**config.mk**
```make
export PLATFORM = sky130hd
export DESIGN_NAME = imem_boot_loader_flat
export DESIGN_NICKNAME = d
export VERILOG_FILES = /design/src/rtl/imem_boot_loader_pkg.sv /design/src/rtl/imem_boot_loader_if.sv /design/src/rtl/imem_word_packer.sv /design/src/rtl/imem_boot_loader.sv /design/src/flat_wrapper.sv
export SDC_FILE = /design/constraint.sdc
export NUM_CORES = 1
export LEC_CHECK = 0
export BUFFER_PORTS_ARGS = -buffer_cell sky130_fd_sc_hd__buf_4
export CORE_MARGIN = 10
export CORE_UTILIZATION = 25
export CTS_CLUSTER_SIZE = 30
export DETAILED_ROUTE_END_ITERATION = 10
export PLACE_DENSITY = 0.42
export REMOVE_ABC_BUFFERS = 1
export SYNTH_ARGS = -nofsm -noshare
export SYNTH_HDL_FRONTEND = slang
export SYNTH_HIERARCHICAL = 1
export SYNTH_SLANG_ARGS = --single-unit
```
**constraint.sdc**
```tcl
create_clock -name clk -period 2.8 [get_ports clk]
set_input_delay 0.56 -clock clk [delete_from_list [all_inputs] [get_ports clk]]
set_output_delay 0.56 -clock clk [all_outputs]
set_load 0.05 [all_outputs]
```
**src/rtl/imem_boot_loader_pkg.sv**
```systemverilog
// Shared constants for the instruction-memory boot loader and the instruction memory itself.
package imem_boot_pkg;

    localparam int IMEM_ADDR_W    = 6;
    localparam int IMEM_DEPTH     = 64;
    localparam int BYTES_PER_WORD = 4;

    // Loader FSM encoding, kept as plain constants so older blocks can share it.
    localparam logic [1:0] ST_IDLE  = 2'd0;
    localparam logic [1:0] ST_LOAD  = 2'd1;
    localparam logic [1:0] ST_WRITE = 2'd2;
    localparam logic [1:0] ST_DONE  = 2'd3;

endpackage

```
**src/rtl/imem_boot_loader_if.sv**
```systemverilog
// Byte-stream input and instruction-memory write port of the boot loader.
interface imem_boot_loader_if import imem_boot_pkg::*; #(
    parameter int ADDR_W = IMEM_ADDR_W,
    parameter int DATA_W = 32
);
    logic              in_valid;
    logic [7:0]        in_data;
    logic              in_ready;
    logic              mem_we;
    logic [ADDR_W-1:0] mem_addr;
    logic [DATA_W-1:0] mem_wdata;

    // Byte source / memory side.
    modport master (
        output in_valid, in_data,
        input  in_ready, mem_we, mem_addr, mem_wdata
    );

    // Loader side.
    modport slave (
        input  in_valid, in_data,
        output in_ready, mem_we, mem_addr, mem_wdata
    );
endinterface

```
**src/rtl/imem_word_packer.sv**
```systemverilog
// Assembles little-endian bytes into a 32-bit instruction word.
module imem_word_packer import imem_boot_pkg::*; (
    input  logic        clk,
    input  logic        rst_n,
    input  logic        clr,
    input  logic        push,
    input  logic [7:0]  byte_in,
    output logic [31:0] word_next,
    output logic        word_full
);

    logic [1:0]  idx;
    logic [31:0] word;

    // The word as it would look with byte_in inserted at the current byte position.
    always_comb begin
        // NOTE: default every always_comb output first so no path leaves it unassigned (no latch).
        word_next = word;
        word_next[{idx, 3'b000} +: 8] = byte_in;
    end

    assign word_full = (idx == 2'(BYTES_PER_WORD - 1));

    // Byte index and partial word; cleared on reset or a new load so stale bytes never leak.
    always_ff @(posedge clk) begin
        // NOTE: state registers use non-blocking assignments so every flop samples pre-edge values.
        if (!rst_n) begin
            idx  <= '0;
            word <= '0;
        end else if (clr) begin
            idx  <= '0;
            word <= '0;
        end else if (push) begin
            idx  <= idx + 2'd1;
            word <= word_next;
        end
    end

endmodule

```
**src/rtl/imem_boot_loader.sv**
```systemverilog
// Boot loader: streams bytes into instruction memory and holds the core until the load completes.
module imem_boot_loader import imem_boot_pkg::*; #(
    parameter int ADDR_W = IMEM_ADDR_W,
    parameter int DEPTH  = IMEM_DEPTH,
    parameter int DATA_W = 32
) (
    input  logic              clk,
    input  logic              rst_n,
    input  logic              start,
    input  logic [ADDR_W:0]   word_count,
    imem_boot_loader_if.slave bus,
    output logic              cpu_run,
    output logic              busy,
    output logic              done,
    output logic              err
);

    localparam logic [ADDR_W:0] DEPTH_C = DEPTH[ADDR_W:0];

    logic [1:0]        state;
    logic [1:0]        state_n;
    logic [ADDR_W:0]   count_q;
    logic [ADDR_W:0]   word_idx;
    logic [ADDR_W:0]   word_idx_inc;
    logic              start_ok;
    logic              too_big;
    logic              byte_take;
    logic              word_full;
    logic [31:0]       word_next;

    assign start_ok     = start && (state == ST_IDLE || state == ST_DONE);
    assign too_big      = (word_count > DEPTH_C);
    assign byte_take    = bus.in_valid && bus.in_ready;
    assign word_idx_inc = word_idx + (ADDR_W + 1)'(1);

    imem_word_packer u_packer (
        .clk       (clk),
        .rst_n     (rst_n),
        .clr       (start_ok && !too_big),
        .push      (byte_take),
        .byte_in   (bus.in_data),
        .word_next (word_next),
        .word_full (word_full)
    );

    // Next-state decision for the load sequence.
    always_comb begin
        state_n = state;
        case (state)
            ST_IDLE, ST_DONE: begin
                if (start) begin
                    if (too_big)                state_n = ST_IDLE;
                    else if (word_count == '0)  state_n = ST_DONE;
                    else                        state_n = ST_LOAD;
                end
            end
            ST_LOAD:  if (byte_take && word_full) state_n = ST_WRITE;
            ST_WRITE: state_n = (word_idx_inc == count_q) ? ST_DONE : ST_LOAD;
            default:  state_n = ST_IDLE;
        endcase
    end

    // State, counters and every output register; outputs are decoded from the next state.
    always_ff @(posedge clk) begin
        if (!rst_n) begin
            state         <= ST_IDLE;
            count_q       <= '0;
            word_idx      <= '0;
            bus.in_ready  <= 1'b0;
            bus.mem_we    <= 1'b0;
            bus.mem_addr  <= '0;
            bus.mem_wdata <= '0;
            cpu_run       <= 1'b0;
            busy          <= 1'b0;
            done          <= 1'b0;
            err           <= 1'b0;
        end else begin
            state        <= state_n;
            bus.in_ready <= (state_n == ST_LOAD);
            bus.mem_we   <= (state_n == ST_WRITE);
            busy         <= (state_n == ST_LOAD) || (state_n == ST_WRITE);
            cpu_run      <= (state_n == ST_DONE);
            done         <= (state_n == ST_DONE);

            if (start_ok) begin
                if (too_big) begin
                    err <= 1'b1;
                end else begin
                    err      <= 1'b0;
                    count_q  <= word_count;
                    word_idx <= '0;
                end
            end

            if (state == ST_WRITE) word_idx <= word_idx_inc;

            // Address/data only move when a write is launched, so they hold otherwise.
            if (state_n == ST_WRITE) begin
                bus.mem_addr  <= word_idx[ADDR_W-1:0];
                bus.mem_wdata <= DATA_W'(word_next);
            end
        end
    end

endmodule

```
**src/flat_wrapper.sv**
```systemverilog
// flat-port wrapper written by rule: the top's interface ports become plain ports
module imem_boot_loader_flat import imem_boot_pkg::*;
#(
    parameter int ADDR_W = IMEM_ADDR_W,
    parameter int DEPTH  = IMEM_DEPTH,
    parameter int DATA_W = 32
)
  (clk, rst_n, start, word_count, cpu_run, busy, done, err, bus_in_valid, bus_in_data, bus_in_ready, bus_mem_we, bus_mem_addr, bus_mem_wdata);
  imem_boot_loader_if #(.ADDR_W(ADDR_W), .DATA_W(DATA_W)) bus_i ();
  input  logic clk;
  input  logic rst_n;
  input  logic start;
  input  logic [ADDR_W:0] word_count;
  output logic cpu_run;
  output logic busy;
  output logic done;
  output logic err;
  input wire logic [$bits(bus_i.in_valid)-1:0] bus_in_valid;
  input wire logic [$bits(bus_i.in_data)-1:0] bus_in_data;
  output wire logic [$bits(bus_i.in_ready)-1:0] bus_in_ready;
  output wire logic [$bits(bus_i.mem_we)-1:0] bus_mem_we;
  output wire logic [$bits(bus_i.mem_addr)-1:0] bus_mem_addr;
  output wire logic [$bits(bus_i.mem_wdata)-1:0] bus_mem_wdata;
  assign bus_i.in_valid = bus_in_valid;
  assign bus_i.in_data = bus_in_data;
  assign bus_in_ready = bus_i.in_ready;
  assign bus_mem_we = bus_i.mem_we;
  assign bus_mem_addr = bus_i.mem_addr;
  assign bus_mem_wdata = bus_i.mem_wdata;
  imem_boot_loader #(.ADDR_W(ADDR_W), .DEPTH(DEPTH), .DATA_W(DATA_W)) u_core (.clk(clk), .rst_n(rst_n), .start(start), .word_count(word_count), .bus(bus_i), .cpu_run(cpu_run), .busy(busy), .done(done), .err(err));
endmodule
```
Word-level counts from Yosys, hierarchy flattened
Cells that the tools add are included.
- register bits after elaboration: 93
- bits in latches: 0
- memory bits (writable): 0
- ROM bits: 0
- input bits: 19
- output and inout port bits: 44
- memories kept: 0
- $add $sub $neg: 3
- multipliers: 0
- div/mod/pow operators: 0
- $lt $le $gt $ge: 1
- equal/unequal tests: 9
- shifts and indexed selects: 2
- mux-type cells: 11
- bitwise gates (word level): 2
- reductions and logical operators: 14
- operators with widths (operator ; count):
    bitwise mux 32 bit ; 1
    variable shift 8 x 7 -> 32 bit, first input constant ; 1
    variable part select 8 x 7 -> 32 bit ; 1
    two-way mux 7 bit ; 3
    equality test 2 bit, second input constant ; 5
    two-way mux 2 bit ; 5
    adder 7 x 1 -> 7 bit, second input constant ; 1
    equality test 7 bit ; 1
    > comparator 7 bit, second input constant ; 1
    logical NOT 7 bit ; 1
    negator 5 -> 7 bit ; 1
    one-hot mux 2 bit (3 select lines) ; 1
    equality test 2 x 1 -> 1 bit, second input constant ; 2
    logical AND 1 bit ; 4
    AND reduction 2 bit ; 2
    OR reduction 2 bit ; 2
    adder 2 x 1 -> 2 bit, second input constant ; 1
    logical NOT 2 bit ; 1
    logical OR 1 bit ; 2
    inequality test 2 bit, second input constant ; 1
    inverter 1 bit ; 2
    nonzero test 2 bit ; 1
    logical NOT 1 bit ; 1
    two-way mux 1 bit ; 1

Longest topological paths before layout
Gate-level depths: netlist of run 1.
- word-level depth: 7
- gate-level depth with buffers: 10
- depth with buffers taken out: 8

Hierarchy
The synthesis of run 1 kept the hierarchy.
- by module, submodules not included (module ; times used ; cells an instance ; area an instance (sq um) ; sequential area each (sq um)):
    imem_boot_loader ; 1 ; 297 ; 2748.9 ; 1181.1
    imem_word_packer ; 1 ; 206 ; 1801.7 ; 680.7

Worst setup path after synthesis of run 1
OpenSTA, ideal clock, no wires.
- path type: input to register
- from: in word_count[0]
- to: reg u_core.u_packer.word[10]
- library setup time: 0.128 ns
- arrival: 2.008 ns
- data required time: 2.672 ns
- slack: 0.664 ns
- cell stages on the path: 9
- cells stage by stage: nor4_4 a21oi_2 nand2b_1 buf_2 inv_1 nand2b_1 buf_2 buf_1 nor2_1
- word-level cells in the longest chain between the ends: 4
- ends and longest elaborated chain (element ; RTL line ; text):
    start: declaration ; flat_wrapper.sv:13 ; input logic [ADDR_W:0] word_count;
    > comparator 7 bit ; imem_boot_loader.sv:32 ; assign too_big = (word_count > DEPTH_C);
    logical NOT 1 bit ; imem_boot_loader.sv:39 ; .clr (start_ok && !too_big),
    logical AND 1 bit ; imem_boot_loader.sv:39 ;
    OR reduction 2 bit (no source line) ; - ;
    end signal: assignment ; imem_word_packer.sv:35 ; word <= word_next;
    end: declaration ; imem_word_packer.sv:13 ; logic [31:0] word;
Every way passes these cells.
A chain may end at the register's enable or synchronous reset.

Worst setup path in the final report of run 1
- from: reg u_core.u_packer.idx[0]
- to: reg u_core.bus.mem_wdata[29]
- elaborated cells between the ends (all ways): 9
- classes of those cells: add/sub: 1; eq/ne: 2; shift: 2; mux: 3; reduce/logical: 1
- RTL lines (element ; RTL line ; text):
    start: declaration ; imem_word_packer.sv:12 ; logic [1:0] idx;
    start signal: assignment ; imem_word_packer.sv:34 ; idx <= idx + 2'd1;
    negator 5 -> 7 bit * ; imem_word_packer.sv:19 ; word_next[{idx, 3'b000} +: 8] = byte_in;
    variable part select 8 x 7 -> 32 bit / variable shift 8 x 7 -> 32 bit (equally long branches) ; imem_word_packer.sv:19 ;
    bitwise mux 32 bit * ; imem_word_packer.sv:19 ;
    via u_core.word_next[29] ; imem_boot_loader.sv:29 ; logic [31:0] word_next;
    end signal: assignment ; imem_boot_loader.sv:100 ; bus.mem_wdata <= DATA_W'(word_next);
    end: declaration ; imem_boot_loader_if.sv:22 ; output in_ready, mem_we, mem_addr, mem_wdata
The timed path passes the listed nets; every way through them passes the cells marked *.

==> flow_metrics.py, run 1 <==
metrics = {
    "placed_design": {
        "routabilityCongestion": 0.756,
        "post-dp-hpwl_um": 8440,
        "io_buffers": 62,
        "post-place-ws_ps": 506,
        "dpl_cell_area_um2": 5140,
    },
    "power": {
        "p_leak_nw": 2.06,
        "ir_worst_vdd_mv": 0.384,
        "p_total_mw": 4.16,
        "power_density_nw_per_um2": 763,
    },
    "clock_network": {
        "cts_made_buffers": 9,
        "cts_tree": "yes",
        "insertion_delay_ps": 360,
        "cts_root_buf": "clkbuf_16",
        "clock-sinks": 93,
        "htree_levels": 3,
        "post_cts_resized": 0,
        "postCtsSetupBuffers": 0,
        "clock_path_buffers": 2,
        "hold_buffers": 0,
        "path_clk_slew_ps": 70,
    },
    "yosys": {
        "synth_top_area_share_pct": 40.9,
        "async_reset_ff_share_pct": 0,
        "synth.area.top_cells": "dfxtp_1 41%, mux2i_1 10%, nand2_1 8.2%",
        "syn-mean-instance-area_um2": 9.05,
        "ys_types": 52,
        "yosysWarnings": 6,
        "synth_edf_count": 0,
        "yosysTopAreaCell": "dfxtp_1",
        "synthCells": 503,
        "synth_area_um2": 4550,
        "ys_top_cells_by_count": "99 x nand2_1, 93 x dfxtp_1, 46 x mux2i_1",
        "synth_seq_area_share_pct": 40.9,
        "ys_ff_latch": 93,
        "yosysMostFrequentCell": "nand2_1",
        "synth-main-ff-cell": "dfxtp_1",
    },
    "floorplan": {
        "die_area_um2": 24000,
        "initial_core_util_pct": 25.3,
        "core-area_um2": 18000,
        "dieWidth_um": 155,
        "rows": 49,
        "chipHeight_um": 155,
        "io_pins": 63,
    },
    "route": {
        "drt-met1-wl_um": 5720,
        "drc": 0,
        "num_vias": 3693,
        "wl_met3_um": 592,
        "top_layer": "met4",
        "drt_pre_antenna_iters": 4,
        "wl_per_cell_um": 15.6,
        "wl_met2_um": 5600,
        "viasPerCell": 4.75,
        "drt-initial-drc-count": 155,
        "wirelength_um": 12100,
        "ant_nets": 0,
    },
    "grt": {
        "grt_first_pass_wirelength_um": 19300,
        "antenna_found_initial": 0,
        "overflow": 0,
        "grt_max_degree": 71,
        "grt.total_usage_pct": 9.98,
        "grt_pass1_vias": 3685,
    },
    "final_layout": {
        "final_layout_size_suffix_gt1_share_pct": 19.1,
        "fin_area_um2": 5440,
        "syn2layout_area_growth_pct": 19.6,
        "antenna_cells": 0,
        "fin_nets": 574,
    },
    "setup_path": {
        "path_max_fanout": 12,
        "cp.arrival_ps": 2570,
        "worstPathCellList": "inv_1, ha_1, and4bb_2, and2b_1, a22o_1, nand2_1, mux2i_1",
        "cpPeakStageDelay_ps": 580,
        "cp-start-kind": "flip-flop",
        "crit_required_ps": 3080,
        "end_kind": "flip-flop",
        "critPathTopFamily": "simple AND/OR/NAND/NOR gates",
        "crit_type": "flip-flop to flip-flop",
        "path_buf_inv": 1,
        "critPathSlowestCell": "dfxtp_1",
    },
    "worst_hold_path": {
        "hp-class": "flip-flop to flip-flop",
    },
    "sta": {
        "worstMarginPinSlew_ps": 581,
        "fin_crit_sh_pct": 81.7,
        "setup_viol": 0,
        "final-max-slew-violation-count": 0,
        "fin_skew_ps": 6.68,
        "maxClockFrequency_ghz": 0.437,
        "fin_ws_ps": 512,
        "min_period_ps": 2290,
        "slew_headroom_pct": 61.0,
        "rsz0062_at_grt": "no",
        "hold_violations": 0,
        "tns_ps": 0,
    },
    "run": {
        "cap_violations": 0,
    },
    "run_status": {
        "status": "finished clean",
    },
}
state kept, by name, indices dropped and copies added (netlist names):
| signal | count |
|---|---|
| u_core/word_idx | 7 |
| u_core/busy | 1 |
| u_core/bus.mem_wdata | 32 |
| u_core/u_packer/idx | 2 |
| u_core/count_q | 7 |
| u_core/bus.in_ready | 1 |
| u_core/bus.mem_addr | 6 |
| u_core/done | 1 |
| u_core/u_packer/word | 32 |
| u_core/err | 1 |
| u_core/bus.mem_we | 1 |
| u_core/state | 2 |
where the power goes:
group          switching (mW)  internal, mW
Combinational           0.867         0.532
Sequential             0.0739          1.42
Clock                   0.561         0.697
cell families after synthesis:
logic type / share of synthesized area, %
buf+inv: 7.31
flops: 40.9
fa+ha+maj: 3.02
xor+xnor: 2.06
mux: 10.1
simple gates: 21.1
compound gates: 15.4
final timing paths:
check                                               from                  endpoint  slack (ps)  cells after the start
worst min-delay path            u_core/u_packer/word[18]  u_core/u_packer/word[18]         450                      2
worst min register to register  u_core/u_packer/word[18]  u_core/u_packer/word[18]         450                      2
worst max register to register    u_core/u_packer/idx[0]  u_core/bus.mem_wdata[29]         510                      7
worst max-delay path              u_core/u_packer/idx[0]  u_core/bus.mem_wdata[29]         510                      7
worst register-to-register path: cells and delay by family (launching register included):
family	cells	cell delay (ps)
buffers and inverters	1	160
DFF	1	580
adders and majority gates	1	420
AOI/OAI and AO/OA	1	180
muxes	1	130
and+or+nand+nor	3	740
metrics by stage:
step                      hold WS (ps)  util (%)  instances
final                              454      30.3        778
after global routing               479      30.3        778
after CTS                          456      30.3        778
after detailed placement           447      28.6        762
after global placement             440      28.6        762
after floorplan                    432         -        461
area by class of cell:
| cell class | count | area [µm²] |
|---|---|---|
| fill | 1886 | 12500 |
| multi-input combinational | 348 | 2370 |
| sequential | 93 | 1860 |
| timing repair buffer | 72 | 553 |
| tap | 229 | 287 |
| clock buffer | 9 | 225 |
| inverter | 20 | 75.1 |
| clock inverter | 7 | 73.8 |
per-layer routing:
metal  up-vias  track usage (%)
met3        15             3.09
met2        92             15.8
met1      1753             12.6
li1       1833                -
met4         0             3.46
met5         -                0
layout by cell type (no fill, tap or decap), types with 2 or more instances in the layout:
cell,synthesis,routed
inv_1,20,20
and3b_1,2,2
nor2_1,25,25
ha_1,11,11
a32oi_1,18,18
nand2b_1,4,4
a32o_1,5,5
clkinv_2,0,2
nand3_1,7,7
a21oi_1,11,11
nand4b_1,11,11
a21boi_0,5,5
a31o_2,3,3
nand2_1,99,99
a22o_1,24,24
mux2i_1,46,46
xnor2_1,5,5
o21ai_0,15,15
nor2b_1,12,12
buf_4,6,71
clkbuf_16,0,9
nand4_1,4,4
or3b_2,2,2
and3_1,2,2
xor2_1,3,3
dfxtp_1,93,93
inv_6,0,2
and2_1,11,11
o21a_1,2,2
nand3b_1,2,2
(Power assumes the default switching activity.)
==> inputs of run 2 (changes only) <==
--- a/config.mk
+++ b/config.mk
@@ -10,7 +10,7 @@
 export CORE_UTILIZATION = 25
 export CTS_CLUSTER_SIZE = 30
 export DETAILED_ROUTE_END_ITERATION = 10
-export PLACE_DENSITY = 0.42
+export PLACE_DENSITY = 0.44
 export REMOVE_ABC_BUFFERS = 1
 export SYNTH_ARGS = -nofsm -noshare
 export SYNTH_HDL_FRONTEND = slang
==> constraint.sdc (replaced) <==
create_clock -name clk -period 2 [get_ports clk]
set_input_delay 0.4 -clock clk [delete_from_list [all_inputs] [get_ports clk]]
set_output_delay 0.4 -clock clk [all_outputs]
set_load 0.05 [all_outputs]
==> flow_metrics.py, run 2 (same netlist as run 1, synthesis figures left out) <==
metrics = {
    "run_status": {
        "status": "finished clean",
    },
    "route": {
        "num_vias": 3738,
        "wl_per_cell_um": 15.6,
        "viasPerCell": 4.69,
        "drt-initial-drc-count": 205,
        "wirelength_um": 12500,
        "ant_nets": 0,
        "drt_pre_antenna_iters": 4,
        "drc": 0,
    },
    "placed_design": {
        "post-place-ws_ps": -83.8,
        "routabilityCongestion": 0.756,
        "io_buffers": 62,
        "post-dp-hpwl_um": 8840,
        "dp.cells": 781,
    },
    "sta": {
        "slew_headroom_pct": 66.3,
        "min_period_ps": 1880,
        "rsz0062_at_grt": "yes",
        "fin_crit_sh_pct": 94.1,
        "final-max-slew-violation-count": 0,
        "fin_ws_ps": 118,
        "hold_violations": 0,
        "maxClockFrequency_ghz": 0.531,
        "fin_skew_ps": 9.96,
        "holdWs_ps": 338,
        "setup_viol": 0,
        "tns_ps": 0,
        "worstMarginPinSlew_ps": 506,
    },
    "worst_hold_path": {
        "holdPathStages": 3,
        "hp-class": "primary input to flip-flop",
        "hold_start": "word_count[5]",
        "min_delay_worst_endpoint": "u_core/count_q[5]",
    },
    "setup_path": {
        "r2r_slack_ps": 120,
        "r2r_cells": 8,
        "crit_type": "flip-flop to flip-flop",
        "path_max_fanout": 5,
        "crit_required_ps": 2280,
        "r2r-end": "u_core/busy",
        "cp-start-kind": "flip-flop",
        "end_kind": "flip-flop",
        "cp.arrival_ps": 2160,
        "worstReg2RegStart": "u_core/word_idx[0]",
    },
    "grt": {
        "antenna_found_initial": 0,
        "overflow": 0,
        "grt.total_usage_pct": 10.1,
        "grt_pass1_vias": 3681,
        "grt_first_pass_wirelength_um": 19600,
        "grt_max_degree": 63,
    },
    "final_layout": {
        "antenna_cells": 0,
        "syn2layout_area_growth_pct": 24.3,
        "final_layout_size_suffix_gt1_share_pct": 23.6,
        "fin_nets": 594,
        "fillCellCount": 1890,
        "top_regs": "u_core/bus.mem_wdata: 32 flops, u_core/u_packer/word: 32 flops",
        "layout_common_cells": "99 x nand2_1, 88 x buf_4, 87 x dfxtp_1",
        "layout_commonest_cell": "nand2_1",
        "layout.cells.non_filler": 797,
    },
    "clock_network": {
        "cts_made_buffers": 9,
        "clock-sinks": 93,
        "htree_levels": 3,
        "insertion_delay_ps": 350,
        "postCtsSetupBuffers": 0,
        "path_clk_slew_ps": 70,
        "clock_path_buffers": 2,
        "cts_root_buf": "clkbuf_16",
        "cts_tree": "yes",
        "hold_buffers": 0,
    },
    "floorplan": {
        "io_pins": 63,
        "rows": 49,
        "initial_core_util_pct": 25.3,
        "chipHeight_um": 155,
        "core-area_um2": 18000,
        "dieWidth_um": 155,
        "die_area_um2": 24000,
    },
    "run": {
        "cap_violations": 0,
    },
    "power": {
        "p_leak_nw": 2.17,
        "p_total_mw": 5.98,
        "ir_worst_vdd_mv": 0.479,
        "power_density_nw_per_um2": 1060,
    },
}
[run 2: changes by cell type in the layout (fill, tap and decap cells not counted), moves of 3 or more]
cell	change
dfxtp_2	+6
buf_4	+17
ha_1	-3
dfxtp_1	-6
[run 2: worst max-delay path by stage]
stage / startpoint / endpoint / slack, ps / depth (start not counted)
floorplan: u_core/bus.in_ready / u_core/bus.mem_addr[0] / -900 / 5
global placement: word_count[0] / u_core/bus.mem_wdata[2] / 0.6 / 7
detailed placement: word_count[0] / u_core/bus.mem_wdata[24] / -80 / 7
CTS: u_core/word_idx[0] / u_core/busy / 10 / 8
global route: u_core/word_idx[0] / u_core/busy / -50 / 8
finish: u_core/word_idx[0] / u_core/busy / 120 / 8
[run 2: power breakdown]
| group | switching (mW) | total (mW) | internal (mW) |
|---|---|---|---|
| Clock | 0.725 | 1.63 | 0.905 |
| Combinational | 1.30 | 2.26 | 0.961 |
| Sequential | 0.0906 | 2.09 | 2.00 |
[run 2: worst max-delay path: stages, from the launching register on]
cell and delay (ps):
dfxtp_2 340, ha_4 170, and3_2 250, xnor2_1 150, nor2_1 70, o41ai_2 360, inv_1 80, ha_1 280
nor2b_1 120
[run 2: stage by stage]
step,util [%],instance area [µm²]
floorplan,-,4290
global placement,29.6,5310
detailed placement,29.6,5310
CTS,31.1,5590
global route,31.5,5660
finish,31.5,5660
[run 2: repair_timing]
item | in CTS | in global routing
resized for setup | 0 | 13
setup endpoints to repair | 1 | 40
gates cloned | 0 | 1
pin swaps | 1 | 2
[run 2: cell type report]
type	count	area (µm²)	area share (%)
inverter	20	75.1	1.33
clock inverter	3	21.3	0.376
multi-input combinational	348	2410	42.7
clock buffer	12	256	4.54
timing repair buffer	92	732	12.9
sequential	93	1870	33.1
tap	229	287	5.07
[run 2: layer usage]
layer	routed length (µm)	track usage [%]	up-vias	share of wire, %
met4	174	3.46	0	1.4
met1	5840	12.7	1786	47
li1	-	-	1868	-
met5	0	0	-	0
met3	595	2.89	10	4.8
met2	5850	16.1	74	47
==> inputs of run 3 (changes only) <==
--- a/config.mk
+++ b/config.mk
@@ -7,10 +7,10 @@
 export LEC_CHECK = 0
 export BUFFER_PORTS_ARGS = -buffer_cell sky130_fd_sc_hd__buf_4
 export CORE_MARGIN = 10
-export CORE_UTILIZATION = 25
+export CORE_UTILIZATION = 30
 export CTS_CLUSTER_SIZE = 30
 export DETAILED_ROUTE_END_ITERATION = 10
-export PLACE_DENSITY = 0.44
+export PLACE_DENSITY = 0.5
 export REMOVE_ABC_BUFFERS = 1
 export SYNTH_ARGS = -nofsm -noshare
 export SYNTH_HDL_FRONTEND = slang
==> flow_metrics.py, run 3 (same netlist as run 1, synthesis figures left out) <==
metrics = {
    "clock_network": {
        "cts_root_buf": "clkbuf_16",
        "path_clk_slew_ps": 70,
        "cts_tree": "yes",
        "cts_made_buffers": 9,
        "clock-sinks": 93,
        "postCtsSetupBuffers": 0,
        "clock_path_buffers": 2,
        "insertion_delay_ps": 350,
        "htree_levels": 3,
    },
    "setup_path": {
        "cp.arrival_ps": 2140,
        "crit_type": "flip-flop to flip-flop",
        "crit_required_ps": 2240,
        "end_kind": "flip-flop",
        "cp-start-kind": "flip-flop",
        "worstPathCellList": "inv_1, ha_2, and4bb_2, and2b_1, a22o_1, nand2_1, mux2i_1",
        "path_buf_inv": 1,
        "cpPeakStageDelay_ps": 440,
        "path_max_fanout": 8,
        "critPathSlowestCell": "ha_2",
        "critPathTopFamily": "simple AND/OR/NAND/NOR gates",
    },
    "route": {
        "wl_per_cell_um": 16.0,
        "drc": 0,
        "drt_pre_antenna_iters": 4,
        "wirelength_um": 12100,
        "ant_nets": 0,
        "num_vias": 3782,
        "viasPerCell": 5.02,
        "drt-initial-drc-count": 225,
    },
    "power": {
        "p_total_mw": 6.11,
        "netSwitchingPower_mw": 2.16,
        "ir_worst_vdd_mv": 0.721,
        "p_comb_share_pct": 37.4,
        "p_clk_share_pct": 28.4,
        "power_density_nw_per_um2": 1080,
        "intPower_mw": 3.95,
        "p_sw_share_pct": 35.3,
        "power.share.sequential_pct": 34.2,
        "p_leak_nw": 2.19,
    },
    "grt": {
        "grt_first_pass_wirelength_um": 19000,
        "overflow": 0,
        "grt_pass1_vias": 3688,
        "grt.total_usage_pct": 11.6,
        "antenna_found_initial": 0,
        "grt_max_degree": 49,
    },
    "final_layout": {
        "fin_nets": 595,
        "syn2layout_area_growth_pct": 24.0,
        "layout_common_cells": "99 x nand2_1, 90 x dfxtp_1, 89 x buf_4",
        "top_regs": "u_core/bus.mem_wdata: 32 flops, u_core/u_packer/word: 32 flops",
        "final_layout_size_suffix_gt1_share_pct": 23.9,
        "antenna_cells": 0,
        "fin_area_um2": 5640,
        "layout_commonest_cell": "nand2_1",
    },
    "sta": {
        "hold_violations": 0,
        "min_period_ps": 1900,
        "setup_viol": 0,
        "rsz0062_at_grt": "yes",
        "fin_crit_sh_pct": 95.0,
        "worstMarginPinSlew_ps": 479,
        "tns_ps": 0,
        "slew_headroom_pct": 68.1,
        "final-max-slew-violation-count": 0,
        "maxClockFrequency_ghz": 0.527,
        "fin_skew_ps": 8.62,
    },
    "floorplan": {
        "die_area_um2": 20500,
        "core-area_um2": 14700,
        "rows": 44,
        "dieWidth_um": 143,
        "initial_core_util_pct": 31.0,
        "io_pins": 63,
        "chipHeight_um": 143,
    },
    "placed_design": {
        "routabilityCongestion": 0.789,
        "io_buffers": 62,
        "post-dp-hpwl_um": 8420,
        "dpl_cell_area_um2": 5260,
    },
    "run_status": {
        "status": "finished clean",
    },
    "run": {
        "cap_violations": 0,
    },
    "worst_hold_path": {
        "hp-class": "primary input to flip-flop",
    },
}
[run 3: cell types whose count changed in the layout (fill, tap and decap cells not counted), sizes merged]
cell	delta
clkbuf	-2
buf	+1
inv	+2
bufinv	+1
[run 3: metal layers]
layer | GRT usage (%) | up-vias | share of wire, %
met3 | 3.81 | 8 | 4.3
li1 | - | 1873 | -
met5 | 0 | - | 0
met4 | 3.53 | 0 | 1.1
met2 | 18.6 | 75 | 48
met1 | 14.5 | 1826 | 47
[run 3: path summary, 6_finish.rpt]
| kind | start | to | cells past startpoint | slack, ps |
|---|---|---|---|---|
| worst max register to register | u_core/u_packer/idx[1] | u_core/bus.mem_wdata[31] | 7 | 100 |
| worst min-delay path | word_count[5] | u_core/count_q[5] | 3 | 330 |
| worst min register to register | u_core/u_packer/word[13] | u_core/u_packer/word[13] | 2 | 450 |
| worst max-delay path | u_core/u_packer/idx[1] | u_core/bus.mem_wdata[31] | 7 | 100 |
[run 3: what timing repair did]
action,4_1_cts,5_1_grt
endpoints found under the setup margin,8,29
pin swaps,0,3
hold buffers,0,0
endpoints found under the hold margin,0,0
gates cloned,0,1
gates resized for setup,1,14
[run 3: layout make-up]
| cell class | count | area [µm²] |
|---|---|---|
| timing repair buffer | 93 | 739 |
| clock buffer | 10 | 229 |
| tap | 184 | 230 |
| multi-input combinational | 348 | 2440 |
| inverter | 20 | 75.1 |
| clock inverter | 6 | 68.8 |
| fill | 1532 | 9050 |
| sequential | 93 | 1870 |
[run 3: through the flow]
step | utilization [%] | cells | hold slack, ps | setup slack [ps]
2_1_floorplan | - | 461 | 432 | -905
3_3_place_gp | 35.8 | 737 | 439 | 39.4
3_5_place_dp | 35.8 | 737 | 445 | -29.9
4_1_cts | 37.8 | 753 | 321 | 2.11
5_1_grt | 38.4 | 754 | 337 | -19.0
6_report | 38.4 | 754 | 334 | 101
[run 3: tightest hold or removal path: stages]
cell and delay [ps]:
buf_4 80, mux2i_1 60, nor2b_1 100
[run 3: power groups by stage]
stage	sequential [mW]	clock (mW)	combinational, mW
CTS	2.08	1.79	2.21
global route	2.10	1.88	2.47
global placement	2.11	0	2.17
detailed placement	2.12	0	2.20
finish	2.09	1.74	2.28
floorplan	2.44	0	1.09
